<file path="src/rtl/fetch_pkg.sv">
// fetch_pkg: widths and types shared by the fetch queue and its storage.
//   FQ_DEPTH   - default number of queue entries
//   ROM_ADDR_W - PC / instruction ROM address width (64-word ROM)
//   INST_W     - instruction width
//   INST_NULL  - instruction value the ROM emits when flushed
//   fetch_entry_t - one {pc, inst} fetch record
package fetch_pkg;

    localparam int FQ_DEPTH   = 4;
    localparam int ROM_ADDR_W = 6;
    localparam int INST_W     = 32;

    localparam logic [INST_W-1:0] INST_NULL = 32'h0000_0000;

    typedef struct packed {
        logic [ROM_ADDR_W-1:0] pc;
        logic [INST_W-1:0]     inst;
    } fetch_entry_t;

endpackage

</file>
<file path="src/rtl/fetch_queue_mem.sv">
// fetch_queue_mem: entry storage for the fetch queue.
// DEPTH x WIDTH register array, one synchronous write port and one
// asynchronous read port. Contents are not reset.
// Ports:
//   clk    - system clock, rising edge
//   we     - write enable
//   waddr  - write address
//   wdata  - write data
//   raddr  - read address
//   rdata  - read data (combinational from raddr)
module fetch_queue_mem #(
    parameter int DEPTH = 4,
    parameter int WIDTH = 38
) (
    input  logic                     clk,
    input  logic                     we,
    input  logic [$clog2(DEPTH)-1:0] waddr,
    input  logic [WIDTH-1:0]         wdata,
    input  logic [$clog2(DEPTH)-1:0] raddr,
    output logic [WIDTH-1:0]         rdata
);

    logic [WIDTH-1:0] mem [DEPTH];

    always_ff @(posedge clk) begin
        if (we) begin
            mem[waddr] <= wdata;
        end
    end

    assign rdata = mem[raddr];

endmodule

</file>
<file path="src/rtl/fetch_queue.sv">
// fetch_queue: decoupling buffer between the PC loader / instruction ROM
// and the IF_ID register. Holds {pc, inst} pairs in order with
// valid/ready handshakes on both sides; flush discards everything.
// Optional build macro FETCH_QUEUE_BYPASS_EN: an empty queue forwards an
// incoming fetch straight to the outputs in the same cycle.
// Ports:
//   clk, rst            - clock, synchronous active-high reset
//   flush               - redirect from hazard detect, clears the queue
//   in_valid/in_ready   - fetch side handshake
//   in_pc, in_inst      - fetched entry
//   out_valid/out_ready - decode side handshake
//   out_pc, out_inst    - head entry (zero when nothing valid)
//   count               - current occupancy
module fetch_queue
    import fetch_pkg::*;
#(
    parameter int DEPTH  = FQ_DEPTH,
    parameter int ADDR_W = ROM_ADDR_W,
    parameter int DATA_W = INST_W
) (
    input  logic                     clk,
    input  logic                     rst,
    input  logic                     flush,
    input  logic                     in_valid,
    input  logic [ADDR_W-1:0]        in_pc,
    input  logic [DATA_W-1:0]        in_inst,
    output logic                     in_ready,
    output logic                     out_valid,
    output logic [ADDR_W-1:0]        out_pc,
    output logic [DATA_W-1:0]        out_inst,
    input  logic                     out_ready,
    output logic [$clog2(DEPTH):0]   count
);

    localparam int AW = $clog2(DEPTH);
    localparam int PW = AW + 1;
    localparam int EW = ADDR_W + DATA_W;

    // Pointers carry one extra wrap bit to tell full from empty.
    logic [PW-1:0] wr_ptr;
    logic [PW-1:0] rd_ptr;
    logic          empty;
    logic          full;
    logic          push;
    logic          pop;
    logic          we;
    logic [EW-1:0] rdata;

    assign empty    = (wr_ptr == rd_ptr);
    assign full     = (wr_ptr[PW-1] != rd_ptr[PW-1]) &&
                      (wr_ptr[AW-1:0] == rd_ptr[AW-1:0]);
    assign in_ready = !full;
    assign count    = wr_ptr - rd_ptr;

    always_comb begin
        out_valid = 1'b0;
        out_pc    = '0;
        out_inst  = DATA_W'(INST_NULL);
        push      = in_valid && !full;
        pop       = !empty && out_ready;
        if (!empty) begin
            out_valid          = 1'b1;
            {out_pc, out_inst} = rdata;
        end
`ifdef FETCH_QUEUE_BYPASS_EN
        else if (in_valid) begin
            // Forward the incoming fetch; if decode takes it now it never
            // touches storage.
            out_valid = !flush;
            out_pc    = in_pc;
            out_inst  = in_inst;
            if (out_ready) begin
                push = 1'b0;
            end
        end
`endif
    end

    assign we = push && !flush && !rst;

    always_ff @(posedge clk) begin
        if (rst || flush) begin
            wr_ptr <= '0;
            rd_ptr <= '0;
        end else begin
            if (push) begin
                wr_ptr <= wr_ptr + PW'(1);
            end
            if (pop) begin
                rd_ptr <= rd_ptr + PW'(1);
            end
        end
    end

    fetch_queue_mem #(
        .DEPTH (DEPTH),
        .WIDTH (EW)
    ) u_mem (
        .clk   (clk),
        .we    (we),
        .waddr (wr_ptr[AW-1:0]),
        .wdata ({in_pc, in_inst}),
        .raddr (rd_ptr[AW-1:0]),
        .rdata (rdata)
    );

endmodule

</file>
<file path="config.mk">
export PLATFORM = sky130hd
export DESIGN_NAME = fetch_queue
export DESIGN_NICKNAME = d
export VERILOG_FILES = /design/src/rtl/fetch_pkg.sv /design/src/rtl/fetch_queue_mem.sv /design/src/rtl/fetch_queue.sv
export SDC_FILE = /design/constraint.sdc
export NUM_CORES = 1
export LEC_CHECK = 0
export BUFFER_PORTS_ARGS = -buffer_cell sky130_fd_sc_hd__buf_2
export CAP_MARGIN = 5
export CORE_ASPECT_RATIO = 2
export CORE_UTILIZATION = 25
export DETAILED_ROUTE_END_ITERATION = 10
export SETUP_SLACK_MARGIN = 0.02
export SYNTH_ARGS = -nofsm -noshare
export SYNTH_HDL_FRONTEND = slang
export SYNTH_HIERARCHICAL = 1
export SYNTH_SLANG_ARGS = --single-unit
</file>
<file path="constraint.sdc">
create_clock -name clk -period 7.93 [get_ports clk]
set_clock_uncertainty 0.1 [all_clocks]
set_input_delay 2.379 -clock clk [delete_from_list [all_inputs] [get_ports clk]]
set_output_delay 2.379 -clock clk [all_outputs]
set_load 0.005 [all_outputs]
</file>
Word-level counts from Yosys, hierarchy flattened:

Memory sizes are Yosys's and may differ from the RTL's. A register that Yosys moved wholly into a read port is not among the register bits.
Cells that the tools add are included.

* add/subtract/negate cells: 3
* equal/unequal tests: 3
* mux-type cells: 7
* reductions and logical operators: 10

Operators by type and width (number)
* two-way mux 32 bit: 1
* adder 3 x 1 -> 3 bit (second input constant): 2
* two-way mux 6 bit: 1
* logical AND 1 bit: 5
* logical NOT 1 bit: 4
* two-way mux 2 bit: 2
* == test 3 bit: 1
* two-way mux 1 bit: 3
* subtractor 3 bit: 1
* == test 2 bit: 1
* logical OR 1 bit: 1
* inequality test 1 bit: 1

* bits in registers: 6
* memory bits (writable): 152
* output and inout port bits: 43
* logic and storage cells: 26
* memories kept: 1

Memory list
* u_mem.mem: words 4, width 38, read ports 1, clocked after Yosys merged registers in 1, wr ports 1, RTL line fetch_queue_mem.sv:23 `logic [WIDTH-1:0] mem [DEPTH];`

Logic depth before layout (Yosys ltp):

Gate-level depths: netlist of the first run.

* word-level depth: 8
* depth in mapped cells: 6

By module:

The synthesis of the first run kept the hierarchy.

By module, submodules not included
* fetch_queue_mem: instances 1, cells each 202, area each 5529.1 um^2, seq. area each 4564.4 um^2
* fetch_queue: instances 1, cells each 96, area each 729.4 um^2, seq. area each 120.1 um^2

Worst setup path before layout of the first run:

Ideal clock, no wire load.

* kind: input -> register
* from: in flush
* to: mem u_mem.mem[0][0] (enable)
* setup time: 0.488 ns
* arrival time: 5.882 ns
* slack: 1.459 ns
* stages on the path: 4
* cell sequence: nor2_1 clkbuf_1 and2_1 nor3b_1

* cells in the longest elaborated chain, start to end: 5

Ends and longest elaborated chain
* start, declared: RTL line fetch_queue.sv:23 `input logic flush,`
* logical NOT 1 bit: RTL line fetch_queue.sv:79 `assign we = push && !flush && !rst;`
* logical AND 1 bit (2 in a row): RTL line fetch_queue.sv:79
* named net we: RTL line fetch_queue.sv:46 `logic we;`
* two-way mux 1 bit: RTL line fetch_queue_mem.sv:26 `if (we) begin`
* two-way mux 1 bit (implied by the code): RTL line fetch_queue_mem.sv:27 `mem[waddr] <= wdata;`
* end, declared: RTL line fetch_queue_mem.sv:23

The timed path passes the listed nets, and every way through them passes these cells.

Final worst setup path of the first run:

* from: reg rd_ptr[1]
* to: out out_pc[3]

* cells in the longest elaborated chain, start to end: 2

Ends and longest elaborated chain
* start, declared: RTL line fetch_queue.sv:41 `logic [PW-1:0] rd_ptr;`
* start signal, assigned: RTL line fetch_queue.sv:90 `rd_ptr <= rd_ptr + PW'(1);`
* == test 3 bit: RTL line fetch_queue.sv:49 `assign empty = (wr_ptr == rd_ptr);`
* two-way mux 6 bit: RTL line fetch_queue.sv:61 `if (!empty) begin`
* end, declared: RTL line fetch_queue.sv:29 `output logic [ADDR_W-1:0] out_pc,`

Every way passes these cells.

==> impl_summary.txt, run 1 <==
----------------------------------------------------
[Power and ir drop]
  Highest ir drop seen on vdd ... 138.7 µV
  Design Power ... 1.881 mW
  Share of power burned in registers ... 49.4%
  Reported net switching power ... 339.5 µW
  Cell area power density ... 245.4 mW/mm²
  Switching part of the total ... 18.05%
  Proportion of power drawn by combinational gates ... 3.7%
  Lkg Pwr ... 2.588 nW
  Int Pwr ... 1.542 mW
  Clock share of power ... 46.9%

[Floorplan]
  Floorplan die width ... 113.9 µm
  Number of I/O pins ... 86
  Starting density of the core ... 25.52%
  Cell Rows ... 81
  Full die area ... 0.02571 mm²
  Chip Height ... 225.8 µm
  Area of the core ... 0.02453 mm²

[Routing]
  Vias per inst ... 4.075
  Routed Antenna Nets ... 0
  Average wire length per cell after detail routing ... 16.88 µm
  First-iteration detailed-routing DRC count ... 259
  Drt first pass iters ... 4
  Vias after detailed routing ... 2999
  Total routed wirelength ... 12420 µm
  DR DRC count ... 0

[Worst setup path]
  Critical path peak fanout ... 42
  R2R depth ... 6
  Critical path required time ... 5.45 ns
  CP Capture Type ... output port
  Path type of the worst setup path ... reg2out
  CP Launch Type ... flip-flop
  Signal arrival time at the worst endpoint ... 3.20 ns

[Timing]
  Slew margin rel. ... 25.33%
  RSZ-0062 raised after global routing ... false
  Final-report setup violation count ... 0
  Sum of negative setup slack ... 0 ns
  Transition time at the pin with the least slew margin ... 1.120 ns
  Period minus WS final ... 5.680 ns
  Number of max-slew violations in the final report ... 0
  Ratio of final minimum period to clock period ... 71.63%
  Final Hold Viols ... 0
  Max frequency ... 176.0 MHz

[Placement]
  Cell count after placement ... 704
  Detailed placement HPWL ... 7992 µm
  Count of buffers from port buffering ... 85
  Area after DPL ... 0.007007 mm²
  RePlAce Congestion ... 0.6979

[Yosys]
  Ranking of synthesized cells by area ... sky130_fd_sc_hd__edfxtp_1 73%, sky130_fd_sc_hd__mux4_2 14%, sky130_fd_sc_hd__nor2b_1 3.9%
  Most frequently used flop master after synthesis ... sky130_fd_sc_hd__edfxtp_1
  Synth top area share ... 72.93%
  Number of enable flip-flop cells after synthesis ... 152
  Post-synthesis average cell area ... 21.00 µm²
  Leading area contributor after synthesis ... sky130_fd_sc_hd__edfxtp_1
  Instance count of the mapped netlist ... 298
  Distinct cell type count of the synthesized netlist ... 30
  Proportion of synthesized flip-flops having asynchronous set or reset ... 0%
  Post-synthesis net count ... 346
  Seq/Total Area, Yosys ... 74.85%
  Number of synthesized register bits ... 158
  Yosys warnings ... 6
  Top cells by instance count after synthesis ... 152 x sky130_fd_sc_hd__edfxtp_1, 39 x sky130_fd_sc_hd__nor2b_1, 38 x sky130_fd_sc_hd__mux4_2, 10 x sky130_fd_sc_hd__inv_1, 9 x sky130_fd_sc_hd__nand2_1
  Netlist area before placement ... 0.006259 mm²
  Leading cell type by number of instances after synthesis ... sky130_fd_sc_hd__edfxtp_1

[Clock tree]
  Clock transition at the registers of the reported paths ... 0.06 ns
  Number of clock sinks ... 158
  Number of gates resized after CTS ... 0
  # hold bufs at CTS ... 0
  H-tree level count ... 4
  TritonCTS Buffers ... 17
  Source-to-sink clock delay at the later pin of the worst-skew pair ... 0.42 ns
  Clock tree from TritonCTS ... yes
  Clock Tree Buf Depth ... 2
  Clock Root Buffer ... sky130_fd_sc_hd__clkbuf_16
  Post-CTS setup-driven buffer insertion count ... 0

[Layout]
  Final Instance Count excl. Fillers ... 736
  Final-layout fill cell count ... 2430
  Post-route standard cell area excluding fillers ... 0.007664 mm²
  Ant diodes ... 0
  Final Net Count ... 439
  Area overhead of the layout relative to synthesis ... 22.45%
  Fraction of final layout cells with drive strength greater than 1 ... 40.10%

[Global routing]
  Total overflow reported by the global router ... 0
  Vias in the first global route ... 3363
  Antenna violations before repair ... 0
  Wire length of the first global-routing pass ... 19060 µm
  Total routing usage reported by global routing ... 10.41%
  Pin count of the biggest net entering global routing ... 43

[Min path]
  Worst hold path class ... reg2reg
  Hold Path Stages ... 2

[Flow run]
  Number of max-capacitance violations reported ... 0

[Outcome]
  Outcome ... completed

----------------------------------------------------
-- layout by cell type, fill, tap and decap left out, types with 4 or more instances in the layout --
| master | instances |
|---|---|
| sky130_fd_sc_hd__edfxtp_1 | 152 |
| sky130_fd_sc_hd__buf_2 | 85 |
| sky130_fd_sc_hd__nor2b_1 | 39 |
| sky130_fd_sc_hd__mux4_2 | 38 |
| sky130_fd_sc_hd__clkbuf_16 | 17 |
| sky130_fd_sc_hd__inv_1 | 10 |
| sky130_fd_sc_hd__nand2_1 | 9 |
| sky130_fd_sc_hd__clkbuf_8 | 7 |
| sky130_fd_sc_hd__mux2i_1 | 4 |
| sky130_fd_sc_hd__ha_1 | 4 |
| sky130_fd_sc_hd__bufinv_16 | 4 |
| sky130_fd_sc_hd__clkbuf_1 | 4 |
| sky130_fd_sc_hd__dfxtp_1 | 4 |
-- layer usage --
metal	global-route usage, %	vias up	wire (µm)
met4	5.279	0	291
li1	-	1371	-
met3	2.657	18	457
met2	19.49	72	7049
met5	0	-	0
met1	10.43	1538	4624
-- power by group through the flow --
stage / clock, mW / sequential (mW) / combinational [mW]
floorplan: 0 / 0.944 / 0.0383
global placement: 0 / 0.946 / 0.0693
detailed placement: 0 / 0.947 / 0.0718
CTS: 0.902 / 0.929 / 0.0721
global route: 0.931 / 0.930 / 0.0767
finish: 0.883 / 0.929 / 0.0693
-- worst max-delay path: stages (launching register included) --
cell	delay, ns
sky130_fd_sc_hd__dfxtp_2	1.07
sky130_fd_sc_hd__inv_1	0.11
sky130_fd_sc_hd__ha_1	0.33
sky130_fd_sc_hd__nand2_1	0.10
sky130_fd_sc_hd__nor2_4	0.77
sky130_fd_sc_hd__nor2b_1	0.19
sky130_fd_sc_hd__buf_2	0.19
-- area by class of cell --
cell class | instances | area [µm²] | area share [%]
clock inverters | 4 | 120.1 | 1.567
multi-input cells | 117 | 1424 | 18.58
inverters | 10 | 37.54 | 0.4898
clock buffers | 28 | 536.8 | 7.004
well taps | 332 | 415.4 | 5.420
repair buffers | 87 | 440.4 | 5.747
flip-flops and latches | 158 | 4690 | 61.19
-- cell families (layout without fill, tap and decap cells) --
| kind of cell | count (synthesis) | in the layout | synth area share [%] |
|---|---|---|---|
| AND/OR/NAND/NOR | 61 | 61 | 5.818 |
| AO/OA/AOI/OAI | 6 | 6 | 0.7396 |
| buffers and inverters | 23 | 129 | 2.619 |
| adder cells (fa/ha/maj) | 5 | 5 | 1.120 |
| XOR/XNOR | 3 | 3 | 0.5399 |
| multiplexers | 42 | 42 | 14.31 |
| flip-flops | 158 | 158 | 74.85 |
-- state kept, by name, summed over array words and instances, names as in the netlist --
register and flops:
u_mem/mem 152, rd_ptr 3, wr_ptr 3
-- stage by stage --
| stage | setup slack (ns) | hold slack [ns] | utilization, % |
|---|---|---|---|
| after global placement | 2.483 | 0.4211 | 28.57 |
| after detailed placement | 2.470 | 0.4478 | 28.57 |
| final | 2.250 | 0.4508 | 31.25 |
| after CTS | 2.020 | 0.4555 | 31.25 |
| after floorplan | 1.459 | 0.3892 | - |
| after global routing | 1.950 | 0.4855 | 31.25 |
-- worst paths after layout --
kind	startpoint	end	slack (ns)
setup / recovery	rd_ptr[1]	out_pc[3]	2.25
setup reg to reg	rd_ptr[1]	u_mem/mem[3][32]	4.24
hold / removal	wr_ptr[0]	wr_ptr[0]	0.45
hold reg to reg	wr_ptr[0]	wr_ptr[0]	0.45
(Power assumes the default switching activity.)
==> inputs of run 2 (changes only) <==
Clock period 7.93 ns to 4.6 ns, I/O delays scaled along.
==> run 2 against run 1 <==
  * Count of clock-buffer cells in the layout fell by 11
  * Sequential power rose by 72%
  * Setup slack got worse by 1.5 ns
  * First-iteration DRC count fell by 36%
  * Cell count rose by 1.1%
  * Flip-flop and latch count did not move
  * Die area did not move
  * Global-route usage rose by 0.41 points
  * Critical path depth fell by 2
  * Via count rose by 2.5%
  * Sequential share of layout area fell by 0.070 points
  * Highest routed layer unchanged
==> impl_summary.txt, run 2 (same netlist as run 1, synthesis figures left out) <==
----------------------------------------------------
[Clock tree]
  H-tree level count ... 4
  Number of clock sinks ... 158
  Clock Tree Buf Depth ... 2
  Clock tree from TritonCTS ... yes
  Post-CTS setup-driven buffer insertion count ... 0
  # hold bufs at CTS ... 0
  TritonCTS Buffers ... 17
  Clock transition at the registers of the reported paths ... 0.06 ns
  Clock Root Buffer ... sky130_fd_sc_hd__clkbuf_16
  Source-to-sink clock delay at the later pin of the worst-skew pair ... 0.42 ns
  Number of gates resized after CTS ... 0

[Timing]
  Final Hold Viols ... 0
  Final-report setup violation count ... 0
  Period minus WS final ... 3.876 ns
  RSZ-0062 raised after global routing ... false
  Worst-case setup margin in the final layout ... 0.7242 ns
  Hold slack ... 0.4893 ns
  Sum of negative setup slack ... 0 ns
  Number of max-slew violations in the final report ... 0
  Slew margin rel. ... 49.44%
  Transition time at the pin with the least slew margin ... 0.7584 ns
  Ratio of final minimum period to clock period ... 84.26%
  Max frequency ... 258.0 MHz

[Routing]
  Total routed wirelength ... 13000 µm
  Vias after detailed routing ... 3073
  Routed Antenna Nets ... 0
  Average wire length per cell after detail routing ... 17.48 µm
  DR DRC count ... 0
  Vias per inst ... 4.130
  First-iteration detailed-routing DRC count ... 166
  Drt first pass iters ... 4

[Layout]
  Final Core Density ... 31.28%
  Commonest non-fill, non-tap cell in the layout ... sky130_fd_sc_hd__edfxtp_1
  Fraction of final layout cells with drive strength greater than 1 ... 41.99%
  Largest register FFs ... 152
  Registers with the most flip-flops ... u_mem/mem x152, rd_ptr x3, wr_ptr x3
  Area overhead of the layout relative to synthesis ... 22.59%
  Final Net Count ... 447
  Final-layout fill cell count ... 2434
  Final Instance Count excl. Fillers ... 744
  Biggest register ... u_mem/mem
  Most frequent cells in the layout ... 152 x sky130_fd_sc_hd__edfxtp_1, 85 x sky130_fd_sc_hd__buf_2, 39 x sky130_fd_sc_hd__nor2b_1
  Ant diodes ... 0

[Global routing]
  Wire length of the first global-routing pass ... 19790 µm
  Total overflow reported by the global router ... 0
  Pin count of the biggest net entering global routing ... 42
  Total routing usage reported by global routing ... 10.82%
  Antenna violations before repair ... 0
  Vias in the first global route ... 3421

[Worst setup path]
  Path type of the worst setup path ... reg2out
  CP Capture Type ... output port
  Critical path required time ... 3.12 ns
  Critical path peak fanout ... 24
  CP Launch Type ... flip-flop
  Signal arrival time at the worst endpoint ... 2.40 ns
  Register-to-register setup slack ... 1.38 ns

[Placement]
  Pre-CTS worst setup slack ... 1.039 ns
  Detailed placement HPWL ... 8732 µm
  RePlAce Congestion ... 0.7315
  Cell count after placement ... 712
  Count of buffers from port buffering ... 85

[Flow run]
  Number of max-capacitance violations reported ... 0

[Floorplan]
  Starting density of the core ... 25.52%
  Cell Rows ... 81
  Full die area ... 0.02571 mm²
  Number of I/O pins ... 86
  Area of the core ... 0.02453 mm²
  Floorplan die width ... 113.9 µm
  Chip Height ... 225.8 µm

[Power and ir drop]
  Lkg Pwr ... 2.593 nW
  Cell area power density ... 404.6 mW/mm²
  Highest ir drop seen on vdd ... 247.1 µV

[Outcome]
  Outcome ... completed

[Min path]
  Worst hold path class ... reg2reg

----------------------------------------------------
## run 2: cell count changes in the layout (fill, tap and decap cells not counted), sizes merged
cell      delta
buf          +8
clkbuf      -11
clkinvlp     +2
clkinv       +6
bufinv       -2
inv          +5
## run 2: report_power, final
part / total (mW) / switching (mW) / internal, mW
sequential: 1.60 / 0.00709 / 1.59
clock: 1.38 / 0.572 / 0.806
combinational: 0.127 / 0.0702 / 0.0571
## run 2: cell type report
type                       count  area (µm²)  share of cell area [%]
tap                          332       415.4                   5.414
timing repair buffer          95       513.0                   6.686
sequential                   158        4690                   61.12
clock inverter                15       161.4                   2.104
inverter                      10       37.54                  0.4892
multi-input combinational    117        1430                   18.64
clock buffer                  17       425.4                   5.545
## run 2: worst paths after layout
path,startpoint,cells past startpoint,to
hold / removal,wr_ptr[0],2,wr_ptr[0]
setup / recovery,rd_ptr[0],4,out_pc[4]
setup reg to reg,rd_ptr[0],6,u_mem/mem[1][35]
hold reg to reg,wr_ptr[0],2,wr_ptr[0]
## run 2: through the flow
stage,total power [mW],area (µm²)
final,3.104,7672
after global routing,3.193,7672
after CTS,3.136,7672
after detailed placement,1.761,7086
after global placement,1.756,7086
after floorplan,1.693,6264
## run 2: layer usage
layer	global-route usage [%]	vias to the layer above	share of wire [%]
met5	0	-	0
met4	5.656	0	2.6
met3	2.362	19	2.9
met2	19.98	61	56
met1	11.27	1610	38
li1	-	1383	-
## run 2: worst max-delay path: stages (launching register included)
cell and delay (ns):
sky130_fd_sc_hd__dfxtp_4 0.64, sky130_fd_sc_hd__buf_4 0.46, sky130_fd_sc_hd__mux4_2 0.55, sky130_fd_sc_hd__nor2b_1 0.16, sky130_fd_sc_hd__buf_2 0.15
